$ cat config.mk
export PLATFORM = sky130hd
export DESIGN_NAME = mem_dma_master
export DESIGN_NICKNAME = d
export VERILOG_FILES = /design/src/rtl/mem_dma_master.sv
export SDC_FILE = /design/constraint.sdc
export NUM_CORES = 1
export LEC_CHECK = 0
export ABC_AREA = 1
export CAP_MARGIN = 20
export CORE_MARGIN = 1
export CORE_UTILIZATION = 46
export DETAILED_ROUTE_END_ITERATION = 6
export PLACE_DENSITY = 0.75
export SLEW_MARGIN = 20
export SYNTH_ARGS = -nofsm -noshare
export SYNTH_HDL_FRONTEND = slang
export SYNTH_SLANG_ARGS = --single-unit
$ cat constraint.sdc
create_clock -name clk -period 1.9 [get_ports clk]
set_input_delay 0.38 -clock clk [delete_from_list [all_inputs] [get_ports clk]]
set_output_delay 0.38 -clock clk [all_outputs]
set_load 0.05 [all_outputs]
$ cat src/rtl/mem_dma_master.sv
// mem_dma_master: bus-initiator copy engine, one read then one write per word.
// Latency: >= 4 cycles per word plus responder latency; one-cycle done_irq at the end.
// Backpressure: waits for bus_grant between words and for responder busy to fall;
//   optional fill mode (write cfg_pattern, no reads) is built in when DMA_FILL_EN is defined.
module mem_dma_master #(
  parameter int ADDR_W = 27,
  parameter int LEN_W  = 16
) (
  input  logic              clk,
  input  logic              reset,
  input  logic [ADDR_W-1:0] cfg_src,
  input  logic [ADDR_W-1:0] cfg_dst,
  input  logic [LEN_W-1:0]  cfg_len,
  input  logic              cfg_fill,
  input  logic [31:0]       cfg_pattern,
  input  logic              go,
  output logic              dma_busy,
  output logic              done_irq,
  output logic              bus_req,
  input  logic              bus_grant,
  output logic [ADDR_W-1:0] address,
  output logic [31:0]       data,
  output logic              we,
  output logic              start,
  input  logic              busy,
  input  logic [31:0]       q
);

  typedef enum logic [2:0] {
    IDLE, REQ, RD_ISSUE, RD_WAIT, WR_ISSUE, WR_WAIT, FIN
  } state_t;

  state_t            state;
  logic [ADDR_W-1:0] src_ptr;
  logic [ADDR_W-1:0] dst_ptr;
  logic [LEN_W-1:0]  count;
  logic [31:0]       word_buf;
  logic              fill_mode;

  // Fill request as seen by the engine; tied off when fill support is not built.
  logic              fill_go;
  logic [31:0]       fill_word;
`ifdef DMA_FILL_EN
  assign fill_go   = cfg_fill;
  assign fill_word = cfg_pattern;
`else
  logic unused_fill;
  assign fill_go     = 1'b0;
  assign fill_word   = '0;
  assign unused_fill = ^{cfg_fill, cfg_pattern};
`endif

  // Transfer sequencer; every output is a register updated on the transition
  // that enters the state it belongs to. Each ISSUE state first spends one
  // cycle with start low, which guarantees the gap between transactions.
  always_ff @(posedge clk) begin
    if (reset) begin
      state     <= IDLE;
      src_ptr   <= '0;
      dst_ptr   <= '0;
      count     <= '0;
      word_buf  <= '0;
      fill_mode <= 1'b0;
      dma_busy  <= 1'b0;
      done_irq  <= 1'b0;
      bus_req   <= 1'b0;
      address   <= '0;
      data      <= '0;
      we        <= 1'b0;
      start     <= 1'b0;
    end else begin
      done_irq <= 1'b0;
      case (state)
        IDLE: begin
          if (go) begin
            dma_busy <= 1'b1;
            if (cfg_len != '0) begin
              src_ptr   <= cfg_src;
              dst_ptr   <= cfg_dst;
              count     <= cfg_len;
              fill_mode <= fill_go;
              if (fill_go) word_buf <= fill_word;
              bus_req   <= 1'b1;
              state     <= REQ;
            end else begin
              // Empty transfer: complete immediately without touching the bus.
              done_irq <= 1'b1;
              state    <= FIN;
            end
          end
        end
        REQ: begin
          if (bus_grant) state <= fill_mode ? WR_ISSUE : RD_ISSUE;
        end
        RD_ISSUE: begin
          if (!start) begin
            address <= src_ptr;
            we      <= 1'b0;
            start   <= 1'b1;
          end else if (busy) begin
            state <= RD_WAIT;
          end
        end
        RD_WAIT: begin
          if (!busy) begin
            word_buf <= q;
            start    <= 1'b0;
            state    <= WR_ISSUE;
          end
        end
        WR_ISSUE: begin
          if (!start) begin
            address <= dst_ptr;
            data    <= word_buf;
            we      <= 1'b1;
            start   <= 1'b1;
          end else if (busy) begin
            state <= WR_WAIT;
          end
        end
        WR_WAIT: begin
          if (!busy) begin
            start   <= 1'b0;
            we      <= 1'b0;
            dst_ptr <= dst_ptr + ADDR_W'(1);
            if (!fill_mode) src_ptr <= src_ptr + ADDR_W'(1);
            count   <= count - LEN_W'(1);
            // Grant is only re-examined here, between words.
            if (count == LEN_W'(1)) begin
              done_irq <= 1'b1;
              dma_busy <= 1'b0;
              bus_req  <= 1'b0;
              state    <= FIN;
            end else if (bus_grant) begin
              state <= fill_mode ? WR_ISSUE : RD_ISSUE;
            end else begin
              state <= REQ;
            end
          end
        end
        FIN: begin
          dma_busy <= 1'b0;
          state    <= IDLE;
        end
        default: state <= IDLE;
      endcase
    end
  end

endmodule

==> reports/results.ini, run 1 <==
[run_status]
status = finished clean

[clocking]
h-tree-depth = 4
cts_root_buf = clkbuf_16
cts.sinks = 169
clk_transition_reported_paths_ns = 0.07
post_cts_buffers = 0
clockBufferDepth = 2
clk_latency_ns = 0.44
cts_tree = yes
cts-buffers-inserted = 17

[run]
drv_cap = 0

[hold_path]
hold_path_startpoint = reset
min_path_type = in2reg

[sta]
hold_viol = 0
layout_min_cycle_time_ns = 1.76
timing.slew.headroom_pct = 64.3
tightest_slew_ns = 0.533
fin_skew_ns = 0.0161
max_freq_mhz = 569
final_max_slew_viol_count = 0
whs_ns = 0.352
period_share_pct = 92.6
setup_viol = 0
final.setup.worst_slack_ns = 0.141

[setup_path]
path_buf_inv = 1
r2r_start = state[2]$_SDFFE_PP0P_
cp.required_ns = 1.52
crit_chain = dlygate4sd2_1
crit_fanout = 2
start_kind = register
cp_top_family = buffers and inverters
startpoint = address[8]$_SDFFE_PP0P_
worst-endpoint-arrival_ns = 1.38
end_kind = output port
cp_slowest_stage_delay_ns = 0.55
cp_slowest_cell = dlygate4sd2_1
crit_type = reg2out

[logic_synthesis]
syn-cell-area_sq_mm = 0.00907
yosysUniqueCellTypes = 37
yosysWarnings = 0
yosysSeqAreaShare_pct = 37.3
synth.avg_cell_area_sq_um = 6.20
synthCells = 1463
synth_seq_cells = 169
syn_nets = 1607

[grt]
grt_pass1_vias = 9226
grt_pass1_wl_um = 45100
overflow = 0
grt_max_degree = 73
gr-usage-all-layers_pct = 27.9
antenna_found_initial = 1

[cells_and_area]
final_nets = 1778
final_core_utilization_pct = 62.5
antennaDiodeCount = 0
area_delta_synth_final_pct = 31.0
drive_gt1_share_pct = 9.35

[place]
preCtsSetupSlack_ns = -0.267
dp_hpwl_um = 19200
io_buffers = 170
globalplace.congestion = 0.900

[route]
vias_per_cell = 5.27
ant_nets = 0
drt_iter0_drc = 778
avgRoutedWirePerCell_um = 14.6
firstDrtPassIters = 7
drc = 0
wirelength_um = 27800
vias = 10000

[power_and_ir_drop]
finalPower_mw = 15.1
peakVddDrop_mv = 0.777
power.leakage_nw = 5.03
powerDensity_mw_per_mm2 = 1270

[floorplan]
die_w_um = 142
start_util_pct = 47.7
die_h_um = 142
placementRows = 50
core_sq_mm = 0.0190
io_pins = 204
dieArea_sq_mm = 0.0203

cell usage after synthesis, drive strengths merged:
| cell type | number | area, sq um |
|---|---|---|
| mux2i | 2 | 20.0 |
| o21ai | 130 | 654 |
| xnor2 | 1 | 8.76 |
| o22ai | 3 | 18.8 |
| clkbuf | 48 | 181 |
| or2 | 28 | 175 |
| ha | 4 | 50.1 |
| clkinv | 3 | 11.3 |
| nand3 | 123 | 621 |
| xor2 | 2 | 17.5 |
| o31ai | 1 | 7.51 |
| a31oi | 27 | 169 |
| a22oi | 1 | 7.51 |
| o21a | 1 | 7.51 |
| nand4 | 12 | 75.1 |
| o21bai | 2 | 15.0 |
| nand2 | 408 | 1540 |
| nor3 | 5 | 25.0 |
| dfxtp | 169 | 3380 |
| buf | 30 | 168 |
| o221ai | 1 | 8.76 |
| and2 | 1 | 6.26 |
| nor2 | 234 | 891 |
| nand3b | 6 | 45.0 |
| inv | 112 | 420 |
| a21oi | 109 | 546 |
metrics by stage:
step	std cells	instance area, sq um	setup TNS (ns)
floorplan	1463	9070	0
global placement	1875	11300	-8.25
detailed placement	1875	11300	-13.47
CTS	1907	11900	0
global route	1907	11900	-0.00374
finish	1907	11900	0
per-layer routing:
layer,wire length (um),GRT usage (%),vias up
met5,13,0,-
met4,504,8.15,2
met3,2100,6.26,39
met2,13100,46.5,372
met1,12100,35.8,4559
li1,-,-,5070
layout by cell type, fill, tap and decap left out, types with 3 or more instances in the layout:
cell	Yosys	layout
o22ai_1	3	3
buf_12	0	11
clkdlybuf4s50_1	0	105
ha_1	4	4
nand2_1	407	406
nand3_1	122	121
o21ai_0	125	125
inv_1	107	106
clkbuf_16	0	17
nand3b_1	6	6
inv_8	0	4
inv_6	0	3
nor3_1	5	5
nand4_1	12	12
clkinv_1	3	3
or2_2	27	27
o21ai_1	4	4
clkinv_8	0	7
a31oi_1	27	27
dfxtp_1	169	169
inv_2	5	5
nor2_1	231	231
dlygate4sd2_1	0	44
a21oi_1	109	109
buf_4	0	69
final timing paths:
| kind | to | slack, ns | depth (start not counted) |
|---|---|---|---|
| worst min-delay path | dst_ptr[11]$_SDFFE_PP0P_ | 0.35 | 4 |
| worst min register to register | data[28]$_SDFFE_PP0P_ | 0.46 | 2 |
| worst max-delay path | address[8] | 0.14 | 1 |
| worst max register to register | dst_ptr[4]$_SDFFE_PP0P_ | 0.15 | 9 |
flip-flops by register name (all words and copies together) (netlist names), 3 cells and up:
signal,cells
data,32
src_ptr,27
word_buf,32
address,27
dst_ptr,27
count,16
state,3
timing repair:
| item | CTS | global route |
|---|---|---|
| gates resized for setup | 44 | 5 |
| hold buffers | 0 | 0 |
| gates cloned | 0 | 0 |
| setup endpoints to repair | 44 | 17 |
power breakdown:
part / internal, mW / switching, mW / total, mW
sequential: 4.42 / 1.02 / 5.44
combinational: 2.20 / 3.83 / 6.03
clock: 1.92 / 1.75 / 3.67
logic make-up after synthesis:
logic type | count (synthesis) | synth area share (%)
flip-flops | 169 | 37.3
multiplexers | 2 | 0.221
AND/OR/NAND/NOR | 817 | 37.2
adder cells (fa/ha/maj) | 4 | 0.552
AO/OA/AOI/OAI | 275 | 15.8
buffers and inverters | 193 | 8.61
XOR/XNOR | 3 | 0.290
cell type report:
| type | count | area, sq um |
|---|---|---|
| Clock inverter | 15 | 214 |
| Multi-Input combinational cell | 1101 | 4920 |
| Timing Repair Buffer | 230 | 2180 |
| Fill cell | 1856 | 7130 |
| Inverter | 115 | 437 |
| Sequential cell | 169 | 3380 |
| Tap cell | 260 | 325 |
| Clock buffer | 17 | 425 |
Note: power is estimated with default switching activity, not from simulation.
==> inputs of run 2 (changes only) <==
- CTS_CLUSTER_SIZE: not set -> 12
- SLEW_MARGIN: 20 -> not set
==> results of run 2 <==
Same layout as run 1: the final DEF is identical, and so are final timing and power.
